File: src/rtl/sco_pkg.sv
// Shared types and constants for the stopwatch control sequencer.
package sco_pkg;

    typedef enum logic [1:0] {
        ST_IDLE  = 2'd0,
        ST_RUN   = 2'd1,
        ST_PAUSE = 2'd2,
        ST_VIEW  = 2'd3
    } sco_state_t;

    localparam int BCD_DIGIT_W   = 4;
    localparam int BCD_DIGITS    = 6;
    localparam int REC_DEPTH_DEF = 8;

endpackage

File: src/rtl/sco_rec_mem.sv
// Lap record storage: one synchronous write port, one combinational read port, no data reset.
module sco_rec_mem #(
    parameter int DEPTH  = 8,
    parameter int WIDTH  = 24,
    parameter int ADDR_W = $clog2(DEPTH)
) (
    input  logic              clk,
    input  logic              wr_en,
    input  logic [ADDR_W-1:0] wr_addr,
    input  logic [WIDTH-1:0]  wr_data,
    input  logic [ADDR_W-1:0] rd_addr,
    output logic [WIDTH-1:0]  rd_data
);

    logic [WIDTH-1:0] r_mem [DEPTH];

    always_ff @(posedge clk) begin
        if (wr_en) r_mem[wr_addr] <= wr_data;
    end

    assign rd_data = r_mem[rd_addr];

endmodule

File: src/rtl/sco_ctrl.sv
// Stopwatch control sequencer: key pulses to counter commands, lap capture and display selection.
//   state    | meaning
//   ST_IDLE  | stopped and cleared, counter held
//   ST_RUN   | counting, key_rec captures laps
//   ST_PAUSE | stopped, time retained
//   ST_VIEW  | reviewing laps, returns to r_ret_st
module sco_ctrl
    import sco_pkg::*;
#(
    parameter int REC_DEPTH = REC_DEPTH_DEF,
    parameter int TIME_W    = BCD_DIGIT_W * BCD_DIGITS,
    localparam int IDX_W    = $clog2(REC_DEPTH)
) (
    input  logic              clk,
    input  logic              rst_n,
    input  logic              key_bs,
    input  logic              key_rec,
    input  logic              key_dis,
    input  logic [TIME_W-1:0] time_bcd,
    output logic              cnt_en,
    output logic              cnt_clr,
    output logic [TIME_W-1:0] disp_bcd,
    output logic              disp_src,
    output logic [IDX_W-1:0]  rec_idx,
    output logic [IDX_W:0]    rec_cnt,
    output logic              rec_full
);

    localparam logic [IDX_W:0] C_FULL = (IDX_W+1)'(REC_DEPTH);

    sco_state_t        r_state, w_nxt_state;
    sco_state_t        r_ret_st, w_nxt_ret_st;
    logic [IDX_W-1:0]  r_rec_idx, w_nxt_rec_idx;
    logic [IDX_W:0]    r_rec_cnt, w_nxt_rec_cnt;
    logic              r_cnt_en, r_cnt_clr, r_disp_src, r_rec_full;
    logic [TIME_W-1:0] r_disp_bcd;
    logic              w_nxt_cnt_clr;
    logic              w_wr_en;
    logic [TIME_W-1:0] w_rd_data;
    logic              w_is_full;

    assign w_is_full = (r_rec_cnt == C_FULL);

    always_comb begin
        w_nxt_state   = r_state;
        w_nxt_ret_st  = r_ret_st;
        w_nxt_rec_idx = r_rec_idx;
        w_nxt_rec_cnt = r_rec_cnt;
        w_nxt_cnt_clr = 1'b0;
        w_wr_en       = 1'b0;
        // Priority selects a single key; the chosen key may still be a no-op in the current state.
        unique case (r_state)
            ST_IDLE: begin
                if (key_bs) begin
                    w_nxt_state = ST_RUN;
                end else if (!key_rec && key_dis && (r_rec_cnt != '0)) begin
                    w_nxt_state   = ST_VIEW;
                    w_nxt_ret_st  = ST_IDLE;
                    w_nxt_rec_idx = '0;
                end
            end
            ST_RUN: begin
                if (key_bs) begin
                    w_nxt_state = ST_PAUSE;
                end else if (key_rec && !w_is_full) begin
                    w_wr_en       = 1'b1;
                    w_nxt_rec_cnt = r_rec_cnt + 1'b1;
                end
            end
            ST_PAUSE: begin
                if (key_bs) begin
                    w_nxt_state = ST_RUN;
                end else if (key_rec) begin
                    w_nxt_state   = ST_IDLE;
                    w_nxt_cnt_clr = 1'b1;
                    w_nxt_rec_cnt = '0;
                end else if (key_dis && (r_rec_cnt != '0)) begin
                    w_nxt_state   = ST_VIEW;
                    w_nxt_ret_st  = ST_PAUSE;
                    w_nxt_rec_idx = '0;
                end
            end
            ST_VIEW: begin
                if (key_bs) begin
                    w_nxt_state   = r_ret_st;
                    w_nxt_rec_idx = '0;
                end else if (!key_rec && key_dis) begin
                    if (({1'b0, r_rec_idx} + 1'b1) < r_rec_cnt) begin
                        w_nxt_rec_idx = r_rec_idx + 1'b1;
                    end else begin
                        w_nxt_state   = r_ret_st;
                        w_nxt_rec_idx = '0;
                    end
                end
            end
            default: w_nxt_state = ST_IDLE;
        endcase
    end

    sco_rec_mem #(
        .DEPTH (REC_DEPTH),
        .WIDTH (TIME_W),
        .ADDR_W(IDX_W)
    ) u_rec_mem (
        .clk    (clk),
        .wr_en  (w_wr_en),
        .wr_addr(r_rec_cnt[IDX_W-1:0]),
        .wr_data(time_bcd),
        .rd_addr(r_rec_idx),
        .rd_data(w_rd_data)
    );

    always_ff @(posedge clk or negedge rst_n) begin
        if (!rst_n) begin
            r_state    <= ST_IDLE;
            r_ret_st   <= ST_IDLE;
            r_rec_idx  <= '0;
            r_rec_cnt  <= '0;
            r_cnt_en   <= 1'b0;
            r_cnt_clr  <= 1'b0;
            r_disp_src <= 1'b0;
            r_rec_full <= 1'b0;
            r_disp_bcd <= '0;
        end else begin
            r_state    <= w_nxt_state;
            r_ret_st   <= w_nxt_ret_st;
            r_rec_idx  <= w_nxt_rec_idx;
            r_rec_cnt  <= w_nxt_rec_cnt;
            r_cnt_en   <= (w_nxt_state == ST_RUN);
            r_cnt_clr  <= w_nxt_cnt_clr;
            r_disp_src <= (w_nxt_state == ST_VIEW);
            r_rec_full <= (w_nxt_rec_cnt == C_FULL);
            // Follows the already-registered source, giving one cycle of latency from either path.
            r_disp_bcd <= r_disp_src ? w_rd_data : time_bcd;
        end
    end

    assign cnt_en   = r_cnt_en;
    assign cnt_clr  = r_cnt_clr;
    assign disp_bcd = r_disp_bcd;
    assign disp_src = r_disp_src;
    assign rec_idx  = r_rec_idx;
    assign rec_cnt  = r_rec_cnt;
    assign rec_full = r_rec_full;

endmodule

File: config.mk
export PLATFORM = sky130hd
export DESIGN_NAME = sco_ctrl
export DESIGN_NICKNAME = d
export VERILOG_FILES = /design/src/rtl/sco_pkg.sv /design/src/rtl/sco_rec_mem.sv /design/src/rtl/sco_ctrl.sv
export SDC_FILE = /design/constraint.sdc
export NUM_CORES = 1
export LEC_CHECK = 0
export ABC_AREA = 1
export ABC_CLOCK_PERIOD_IN_PS = 5900
export BUFFER_PORTS_ARGS = -buffer_cell sky130_fd_sc_hd__buf_2
export CAP_MARGIN = 20
export CORE_ASPECT_RATIO = 0.6
export CORE_MARGIN = 1.5
export CORE_UTILIZATION = 60
export DETAILED_ROUTE_END_ITERATION = 7
export PLACE_DENSITY = 0.84
export SKIP_LAST_GASP = 1
export SYNTH_ARGS = -nofsm -noshare
export SYNTH_HDL_FRONTEND = slang
export SYNTH_SLANG_ARGS = --single-unit
File: constraint.sdc
create_clock -name clk -period 5.9 [get_ports clk]
set_clock_uncertainty 0.1 [all_clocks]
set_input_delay 0.59 -clock clk [delete_from_list [all_inputs] [get_ports clk]]
set_output_delay 0.59 -clock clk [all_outputs]
set_load 0.02 [all_outputs]
[Yosys cells after proc, flatten, opt, wreduce, memory -nomap -nowiden]
Memories as Yosys holds them, arrays and structs flattened.
Cells that the tools add are included.
Word-level totals
  input port bits: 29
  memory bits (writable): 192
  flip-flop bits (word level): 39
  output and inout bits: 35
  memories: 1
Cells by class
  magnitude comparators: 1
  add/subtract/negate cells: 3
  muxes and demuxes: 39
  reductions and logical operators: 12
  equal/unequal tests: 13
Memory list
  u_rec_mem.r_mem: words 8, width 24, read ports 1, clocked after Yosys merged registers in 0, wr ports 1, line sco_rec_mem.sv:15  | logic [WIDTH-1:0] r_mem [DEPTH];
Operator list (count)
  $mux W2: 14
  $mux W24: 1
  $mux W3: 8
  $mux W4: 4
  $ne A2 B2 Y1 const B: 5
  $pmux W3 S3: 1
  $eq A4 B4 Y1 const B: 2
  $mux W1: 8
  $pmux W2 S4: 1
  $pmux W4 S2: 1
  $reduce_and A7 Y1: 1
  $eq A2 B2 Y1 const B: 3
  $reduce_and A6 Y1: 1
  $add A3 B1 Y4 const B: 1
  $add A4 B1 Y4 const B: 1
  $eq A2 B1 Y1 const B: 2
  $logic_and A1 B1 Y1: 4
  $lt A4 B4 Y1: 1
  $pmux W2 S2: 1
  $reduce_bool A4 Y1: 1
  $add A3 B1 Y3 const B: 1
  $ne A3 B3 Y1 const B: 1
  $reduce_bool A3 Y1: 1
  $logic_not A1 Y1: 2
  other kinds (2): 2

[Longest topological paths before layout]
Gate-level depths: netlist (run 1).
  word-level depth: 8
  depth in mapped cells: 18
  gate-level depth less buffers: 15

[Hierarchy]
From an unflattened synthesis (run 1), not the netlist that was laid out.
Unflattened totals
  cells, all modules: 1056
  area, all modules: 10403.7 µm²
Modules (own cells, without submodules)
  sco_rec_mem: cells each 848, area an instance 8425.6 µm², times used 1
  sco_ctrl: cells each 208, area an instance 1978.1 µm², times used 1

[Least setup slack after synthesis (run 1)]
No wires, ideal clock.
  path type: flip-flop to flip-flop
  start point: register r_rec_cnt[0], in the netlist rec_cnt[0]
  end point: memory u_rec_mem.r_mem[1][0], enable pin
  data required time: 5.334 ns
  stages on the path, launching flop included: 8
  data arrival time: 3.648 ns
  slack: 1.686 ns
  setup time: 0.466 ns
  cells stage by stage: dfrtp_1 inv_1 ha_1 nand3_1 nand2_2 inv_2 nand2_1 nor4_1
On the way
  cells in the longest elaborated chain, start to end: 8
Ends and longest elaborated chain
  start: declaration: line sco_ctrl.sv:34  | logic [IDX_W:0] r_rec_cnt, w_nxt_rec_cnt;
  start signal: assignment: line sco_ctrl.sv:128  | r_rec_cnt <= w_nxt_rec_cnt;
  $eq A4 B4 Y1: line sco_ctrl.sv:42  | assign w_is_full = (r_rec_cnt == C_FULL);
  $logic_not A1 Y1: line sco_ctrl.sv:65  | end else if (key_rec && !w_is_full) begin
  $logic_and A1 B1 Y1: line sco_ctrl.sv:65
  $mux W1: line sco_ctrl.sv:65
  $mux W1: line sco_ctrl.sv:63  | if (key_bs) begin
  $mux W1: line sco_ctrl.sv:52  | unique case (r_state)
  $mux W1: line sco_rec_mem.sv:18  | if (wr_en) r_mem[wr_addr] <= wr_data;
  $mux W1 (not written as such): line sco_rec_mem.sv:18
  end: declaration: line sco_rec_mem.sv:15
Parallel ways exist; a longest one is shown, timed or not.

[Final worst setup path (run 1)]
  start point: register r_rec_idx[0], in the netlist rec_idx[0]
  end point: output port rec_idx[0]
RTL lines
  start: declaration: line sco_ctrl.sv:33  | logic [IDX_W-1:0] r_rec_idx, w_nxt_rec_idx;
  start signal: assignment: line sco_ctrl.sv:127  | r_rec_idx <= w_nxt_rec_idx;
  end: declaration: line sco_ctrl.sv:24  | output logic [IDX_W-1:0] rec_idx,
No word-level cell between the ends.

==> results of run 1 <==
[cell families (layout without fill, tap and decap cells)]
logic type                 Yosys count  in the layout  share of synthesized area
buffers and inverters               87            159                     0.0467
and+or+nand+nor                    155            155                     0.0716
adders and majority gates           11             11                     0.0147
AOI/OAI and AO/OA                  156            156                      0.104
xor gates and xnor gates             1              1                   0.000937
muxes                               41             41                     0.0439
DFF                                230            230                      0.718
[critical path, cell delays in order (launching register included)]
cell and delay (ns):
dfrtp_4 0.70, buf_4 0.73, buf_2 0.30
[cells in the final DEF (no fill, tap or decap), types with 7 or more instances in the layout]
cell type  instances
inv_1             43
ha_1              11
o22ai_1            8
nand2_2            7
o221ai_1          34
buf_2             63
o21ai_1           23
buf_4             12
nor2_1            68
nand3_1           23
mux2i_1           41
nand2_1           41
dfrtp_1           36
edfxtp_1         192
o211ai_1          14
o21ai_0           67
clkbuf_16         21
[report_power, final]
group	leakage [nW]	internal (mW)	switching, mW	total, mW
clock	0.339	0.809	0.554	1.36
combinational	1.16	0.193	0.442	0.635
sequential	2.20	1.87	0.0545	1.92
[per-layer routing]
layer / track usage / wire (um) / part of all wire / vias up
met2: 0.402 / 9460 / 0.48 / 269
met3: 0.0442 / 1600 / 0.081 / 36
li1: - / - / - / 2632
met1: 0.348 / 8300 / 0.42 / 2840
met5: 0 / 0 / 0 / -
met4: 0.0741 / 327 / 0.017 / 0
[stage by stage]
| stage | utilization | area [sq um] | std cells | hold WS [ns] |
|---|---|---|---|---|
| 5_1_grt | 0.687 | 10500 | 956 | 0.225 |
| 3_5_place_dp | 0.642 | 9810 | 920 | 0.412 |
| 3_3_place_gp | 0.642 | 9810 | 920 | 0.407 |
| 6_report | 0.687 | 10500 | 956 | 0.155 |
| 2_1_floorplan | - | 9350 | 681 | 0.194 |
| 4_1_cts | 0.687 | 10500 | 956 | 0.183 |
[cell type report]
cell class,instances,area (sq um),share of cell area
multi-input combinational,364,2240,0.214
tap,203,254,0.0242
timing repair buffer,75,405,0.0386
clock buffer,28,572,0.0545
sequential,230,6720,0.641
clock inverter,8,114,0.0109
inverter,48,183,0.0174
[path summary, 6_finish.rpt]
path / cells past startpoint / start / end / slack [ns]
max: 2 / rec_idx[0] / rec_idx[0] / 2.90
min in group clk: 2 / key_bs / cnt_clr / 0.26
min: 1 / rst_n / rec_cnt[3] / 0.16
max in group asynchronous: 1 / rst_n / rec_idx[0] / 4.84
min reg2reg: 2 / r_ret_st[1] / r_ret_st[1] / 0.43
max reg2reg: 8 / rec_cnt[0] / u_rec_mem.r_mem[1][2] / 3.20
[registers in the layout, indices dropped and copies added, names as in the netlist, 2 cells and up]
register and flops:
disp_bcd 24, r_state 2, rec_cnt 4, rec_idx 3
u_rec_mem.r_mem 192
==> out/metrics.yaml, run 1 <==
synth:
  synth.most_common_cell: "edfxtp_1"
  synth_seq_cells: 230
  async_reset_ff_frac: 0.165
  synth_nets: 721
  avgSynthCellArea_sq_um: 13.7
  yosys-top-cells-area: "edfxtp_1 (62%), dfrtp_1 (10%), mux2i_1 (4.4%)"
  netlist_instances: 681
  ys_top_cells_by_count: "edfxtp_1 (192), nor2_1 (69), o21ai_0 (67)"
  synth_top_area_share: 0.616
  synth_area_sq_um: 9350
  yosysTopAreaCell: "edfxtp_1"
  synth-edff-count: 192
  ys.warnings.count: 0
  seq_area_frac_synth: 0.718
  synth_ff_type: "edfxtp_1"
  synth.distinct_cells: 37
power_and_ir_drop:
  power_leakage_nw: 3.69
  total_power_mw: 3.92
  max-vdd-ir-drop_uv: 235
  p_per_area_nw_per_um2: 373
timing:
  worst_slew_pin_slew_ns: 1.07
  finalCritPeriodShare: 0.508
  relSlewSlack: 0.283
  setup_viol: 0
  worst_slack_ns: 2.90
  fmax_mhz: 334
  report.final.slew_viol_count: 0
  rsz0062_at_grt: "false"
  tns_ns: 0
  min_period_ns: 3.00
  final_hold_viol_count: 0
cells_and_area:
  fill_cells: 1032
  diodes: 0
  fin_nets: 779
  drive_above_1_share: 0.179
  area_growth_pct: 12.2
route:
  drt_iter0_drc: 660
  drt.antenna.violating_nets: 0
  vias: 5777
  drc_errors: 0
  avgViaCountPerCell: 6.04
  wl_mm: 19.7
  drt-wirelength-per-cell_um: 20.6
  firstDrtPassIters: 5
clocking:
  cts_root_buf: "clkbuf_16"
  cts_buffer_depth: 3
  htree_levels: 1
  clock-sinks: 230
  cts_buffers: 20
  postCtsSetupBuffers: 0
  worstSkewPairLatency_ns: 0.50
  cts_tree: "yes"
  cts_resized: 0
  cts_hold_buf: 0
  path_clk_slew_ns: 0.06
run:
  cap_violations: 0
die:
  core_sq_um: 15300
  placementRows: 35
  dieArea_sq_um: 16400
  die_x_um: 164
  die_h_um: 99.7
  initial_core_util: 0.612
  ioPinCount: 64
placed_design:
  gp_congestion: 0.868
  dpl_worst_slack_ns: 3.27
  detailed_place_hpwl_mm: 11.0
  placement.io_buffers: 63
worst_setup_path:
  endpoint_kind: "output port"
  cp-start-kind: "register"
  cp.arrival_ns: 2.31
  criticalPathCategory: "reg2out"
  crit_fanout: 70
  worstPathRequired_ns: 5.21
min_path:
  holdCritPathClass: "in2async"
grt:
  grt_pass1_vias: 5745
  globalRouteTotalUtil: 0.248
  antenna_found_initial: 0
  grt_first_pass_wirelength_mm: 30.4
  grt_overflow: 0
  grt_max_degree: 71
outcome:
  status: "completed"
(Power assumes the default switching activity.)
==> run 2, diff against run 1 <==
Settings changed: ABC_AREA 1 to 0, ABC_CLOCK_PERIOD_IN_PS 5900 to 2500, CORE_UTILIZATION 60 to 54, PLACE_DENSITY 0.84 to 0.8.
Clock period 5.9 ns to 2.5 ns, I/O delays scaled along.
==> run 2 against run 1 <==
Against the previous run:
- final area up 2.4%
- count of clock-buffer cells in the layout down 4
- hold slack worse by 0.10 ns
- sequential power up 140%
- worst setup slack worse by 2.9 ns
- register-to-register slack worse by 3.2 ns
- synthesized cell count down 30%
- via count down 18%
- combinational power rose to 2.5 times the previous value
- cell count down 14%
==> out/metrics.yaml, run 2 <==
run:
  cap_violations: 0
die:
  placementRows: 36
  die_x_um: 170
  die_h_um: 103
  dieArea_sq_um: 17500
  initial_core_util: 0.554
  ioPinCount: 64
  core_sq_um: 16300
timing:
  min_period_ns: 2.47
  worst_slew_pin_slew_ns: 0.602
  fmax_mhz: 405
  setup_viol: 0
  tns_ns: 0
  final_hold_viol_count: 0
  relSlewSlack: 0.599
  rsz0062_at_grt: "true"
  report.final.slew_viol_count: 0
  finalCritPeriodShare: 0.988
cells_and_area:
  top_register: "u_rec_mem.r_mem"
  final_cell_mix: "edfxtp_1 (192), buf_2 (63), mux4_2 (48)"
  drive_above_1_share: 0.308
  largest_register_ffs: 192
  fin_nets: 617
  fill_cells: 1102
  layout_commonest_cell: "edfxtp_1"
  area_growth_pct: 18.9
  diodes: 0
worst_setup_path:
  endpoint_kind: "register"
  r2r_setup_slack_ns: 0.03
  crit_fanout: 3
  criticalPathCategory: "reg2reg"
  cp-start-kind: "register"
  reg2reg_from: "rec_idx[0]"
  cp.arrival_ns: 2.79
  crit_path_end: "rec_idx[2]"
  worstPathRequired_ns: 2.81
  critPathLaunch: "rec_idx[0]"
  reg2reg_depth: 7
  r2r_end: "rec_idx[2]"
synth:
  synth_area_sq_um: 9040
  netlist_instances: 474
  ys_top_cells_by_count: "edfxtp_1 (192), mux4_2 (48), dfrtp_1 (38)"
  avgSynthCellArea_sq_um: 19.1
  synth.most_common_cell: "edfxtp_1"
  synth_top_area_share: 0.638
  synth_seq_cells: 230
  ys.warnings.count: 0
  yosysTopAreaCell: "edfxtp_1"
  synth-edff-count: 192
  synth_ff_type: "edfxtp_1"
  yosys-top-cells-area: "edfxtp_1 (64%), mux4_2 (12%), dfrtp_1 (11%)"
  async_reset_ff_frac: 0.165
  synth.distinct_cells: 42
  seq_area_frac_synth: 0.743
  synth_nets: 514
placed_design:
  detailed_place_hpwl_mm: 10.1
  placement.io_buffers: 63
  gp_congestion: 0.873
route:
  firstDrtPassIters: 5
  vias: 4734
  avgViaCountPerCell: 5.78
  drc_errors: 0
  drt-wirelength-per-cell_um: 21.8
  drt_iter0_drc: 468
  drt.antenna.violating_nets: 0
  wl_mm: 17.9
clocking:
  cts_tree: "yes"
  path_clk_slew_ns: 0.07
  cts_buffers: 21
  cts_root_buf: "clkbuf_16"
  clock-sinks: 230
  htree_levels: 1
  postCtsSetupBuffers: 0
  cts_buffer_depth: 3
  worstSkewPairLatency_ns: 0.49
grt:
  met1_usage: 0.317
  grt_overflow: 0
  grt_pass1_vias: 4816
  antenna_found_initial: 0
  grt-busiest-layer: "met2"
  globalRouteTotalUtil: 0.214
  use_met2: 0.345
  grtUsageMet3: 0.0384
  grt_first_pass_wirelength_mm: 27.5
  grt_max_degree: 53
min_path:
  hold_depth: 3
  holdCritPathClass: "in2reg"
power_and_ir_drop:
  p_per_area_nw_per_um2: 866
  power_leakage_nw: 3.66
  max-vdd-ir-drop_uv: 621
  total_power_mw: 9.31
outcome:
  status: "completed"
## run 2: stage by stage
stage,cells,cell area [sq um],hold WS (ns),util,setup slack [ns]
after floorplan,474,9080,-0.146,-,-0.392
after global placement,757,9810,0.190,0.602,0.137
after detailed placement,757,9810,0.199,0.602,0.0501
after CTS,819,10700,0.0227,0.659,0.0109
after global routing,819,10700,0.0481,0.659,-0.0240
final,819,10700,0.0545,0.659,0.0289
## run 2: logic make-up after synthesis
kind of cell               Yosys count  share of synthesized area
AOI/OAI and AO/OA                   57                     0.0411
xor gates and xnor gates             1                   0.000969
adders and majority gates           11                     0.0152
buffers and inverters               34                     0.0166
DFF                                230                      0.743
muxes                               73                      0.147
and+or+nand+nor                     68                     0.0356
## run 2: worst min-delay path by stage
stage / start / endpoint / slack [ns]
global placement: rst_n / disp_src / 0.19
detailed placement: rst_n / cnt_en / 0.20
floorplan: rst_n / cnt_clr / -0.15
finish: key_rec / cnt_clr / 0.05
global route: key_rec / cnt_clr / 0.05
CTS: key_rec / cnt_clr / 0.02
## run 2: timing repair
item / CTS / global route
hold buffers: 25 / 0
gates resized for setup: 0 / 2
endpoints found under the setup margin: 0 / 5
hold endpoints to repair: 229 / 0
## run 2: report_power, final
part | switching [mW] | total, mW | internal, mW
Combinational | 1.04 | 1.60 | 0.562
Clock | 1.36 | 3.15 | 1.79
Sequential | 0.131 | 4.56 | 4.43
Total | 2.52 | 9.31 | 6.79
## run 2: cell type report
type,count,area (sq um),share of cell area
Sequential cell,230,6720,0.626
Multi-Input combinational cell,210,2230,0.208
Timing Repair Buffer,102,783,0.0729
Clock buffer,24,547,0.0509
Tap cell,228,285,0.0265
Clock inverter,13,133,0.0123
Inverter,12,45.0,0.00419
## run 2: critical path, stage by stage (launching register included)
cell     delay, ns
dfrtp_4       0.50
ha_2          0.22
xor2_1        0.17
ha_1          0.21
or3_1         0.37
o22a_1        0.23
or3_4         0.42
o21ai_4       0.16
## run 2: per-layer routing
metal  vias to the layer above  share of wire
li1                       2085              -
met1                      2451           0.46
met2                       170           0.47
met3                        28          0.054
met4                         0          0.014
met5                         -              0
==> run 3, diff against run 2 <==
==> constraint.sdc (replaced) <==
create_clock -name clk -period 2.5 [get_ports clk]
set_clock_uncertainty 0.1 [all_clocks]
set_input_delay 0.375 -clock clk [delete_from_list [all_inputs] [get_ports clk]]
set_output_delay 0.375 -clock clk [all_outputs]
set_load 0.02 [all_outputs]
==> run 3 against run 2 <==
Against the previous run:
- critical path depth unchanged
- core utilization decreased by 1.7 points
- non-clock buffer count decreased by 22
- sequential share of layout area increased by 1.6 points
- worst setup slack improved by 0.036 ns
- die area unchanged
- critical endpoint unchanged
==> out/metrics.yaml, run 3 (synthesized netlist as in run 2, its figures left out) <==
outcome:
  status: "completed"
die:
  die_x_um: 170
  placementRows: 36
  initial_core_util: 0.554
  die_h_um: 103
  ioPinCount: 64
  dieArea_sq_um: 17500
  core_sq_um: 16300
cells_and_area:
  final-seq-area_sq_um: 6720
  largest_register_ffs: 192
  final_cell_mix: "edfxtp_1 (192), buf_2 (63), mux4_2 (48)"
  diodes: 0
  final_util: 0.642
  drive_above_1_share: 0.315
  multiInputGateArea_sq_um: 2240
  area_growth_pct: 15.9
  fill_cells: 1137
  fin_nets: 595
  top_register: "u_rec_mem.r_mem"
  layout_commonest_cell: "edfxtp_1"
  final-instance-count-excl-fill: 797
route:
  avgViaCountPerCell: 5.77
  drt_iter0_drc: 499
  drc_errors: 0
  vias: 4597
  firstDrtPassIters: 5
  drt-wirelength-per-cell_um: 22.4
  wl_mm: 17.9
  drt.antenna.violating_nets: 0
clocking:
  cts_root_buf: "clkbuf_16"
  clock-sinks: 230
  path_clk_slew_ns: 0.07
  cts_buffer_depth: 3
  postCtsSetupBuffers: 0
  cts_tree: "yes"
  cts_buffers: 21
  worstSkewPairLatency_ns: 0.50
  htree_levels: 1
placed_design:
  gp_congestion: 0.838
  dpl_worst_slack_ns: 0.0381
  dp_cells: 759
  detailed_place_hpwl_mm: 10.4
  placement.io_buffers: 63
timing:
  final_hold_viol_count: 0
  min_period_ns: 2.43
  fmax_mhz: 411
  report.final.slew_viol_count: 0
  finalCritPeriodShare: 0.974
  whs_ns: 0.0643
  worst_slack_ns: 0.0652
  setup_viol: 0
  worst_slew_pin_slew_ns: 0.762
  relSlewSlack: 0.492
worst_setup_path:
  cp_slowest_cell: "dfrtp_4"
  cp.arrival_ns: 2.76
  path_cells: "ha_2 > xor2_1 > ha_1 > or3_4 > o22a_1 > or3_4 > o21ai_2"
  cpPeakStageDelay_ns: 0.50
  cp-start-kind: "register"
  endpoint_kind: "register"
  reg2reg_depth: 7
  worstPathRequired_ns: 2.82
  crit_fanout: 4
  r2r_setup_slack_ns: 0.07
  cp_common_cell: "or3_4"
  criticalPathCategory: "reg2reg"
grt:
  grt_overflow: 0
  grt_pass1_vias: 4761
  globalRouteTotalUtil: 0.217
  grt_max_degree: 31
  antenna_found_initial: 0
  grt_first_pass_wirelength_mm: 27.6
power_and_ir_drop:
  total_power_mw: 9.19
  max-vdd-ir-drop_uv: 452
  p_per_area_nw_per_um2: 877
  power_leakage_nw: 3.55
min_path:
  hold_depth: 1
  holdCritPathClass: "in2reg"
run:
  cap_violations: 0
-- run 3: cell count changes in the layout (fill, tap and decap cells not counted), moves of 2 or more --
cell | before | now
clkinv_4 | 2 | 0
clkinv_2 | 4 | 2
clkbuf_1 | 2 | 10
clkinvlp_4 | 3 | 0
buf_4 | 5 | 8
dlygate4sd3_1 | 25 | 1
-- run 3: routing by layer --
layer  up-vias  part of all wire  global-route usage
li1       2039                 -                   -
met1      2327              0.45               0.316
met2       194              0.47               0.350
met3        37             0.061              0.0400
met4         0             0.024              0.0531
met5         -                 0                   0
-- run 3: worst paths after layout --
path / startpoint / end
worst max-delay path: rec_idx[0] / rec_idx[2]
worst min-delay path: time_bcd[19] / u_rec_mem.r_mem[4][19]
max in group asynchronous: rst_n / disp_bcd[6]
worst min register to register: r_ret_st[1] / r_ret_st[1]
min in group asynchronous: rst_n / disp_src
worst max register to register: rec_idx[0] / rec_idx[2]
-- run 3: final cells by class --
type,count,share of cell area
clock buffer,33,0.0564
clock inverter,4,0.00466
inverter,12,0.00430
multi-input combinational,210,0.213
sequential,230,0.642
tap,228,0.0272
timing repair buffer,80,0.0521
-- run 3: metrics by stage --
| step | TNS [ns] | instance area [sq um] |
|---|---|---|
| 6_report | 0 | 10500 |
| 5_1_grt | -0.0145 | 10500 |
| 4_1_cts | 0 | 10500 |
| 3_5_place_dp | 0 | 9810 |
| 3_3_place_gp | 0 | 9810 |
| 2_1_floorplan | -22.47 | 9080 |
-- run 3: worst max-delay path: cells and delay by family (launching register included) --
family	cells	cell delay, ns
XOR/XNOR	1	0.15
AND/OR/NAND/NOR	2	0.81
flip-flops	1	0.50
adder cells (fa/ha/maj)	2	0.44
AO/OA/AOI/OAI	2	0.35
-- run 3: what timing repair did --
| item | CTS | global route |
|---|---|---|
| hold buffers | 1 | 0 |
| endpoints found under the setup margin | 0 | 5 |
| endpoints found under the hold margin | 22 | 0 |
| gates resized for setup | 0 | 3 |
-- run 3: power breakdown --
part	internal (mW)	total, mW	leakage, nW	switching [mW]
registers	4.43	4.62	2.19	0.183
logic	0.547	1.55	1.05	1.00
clock network	1.73	3.02	0.311	1.30
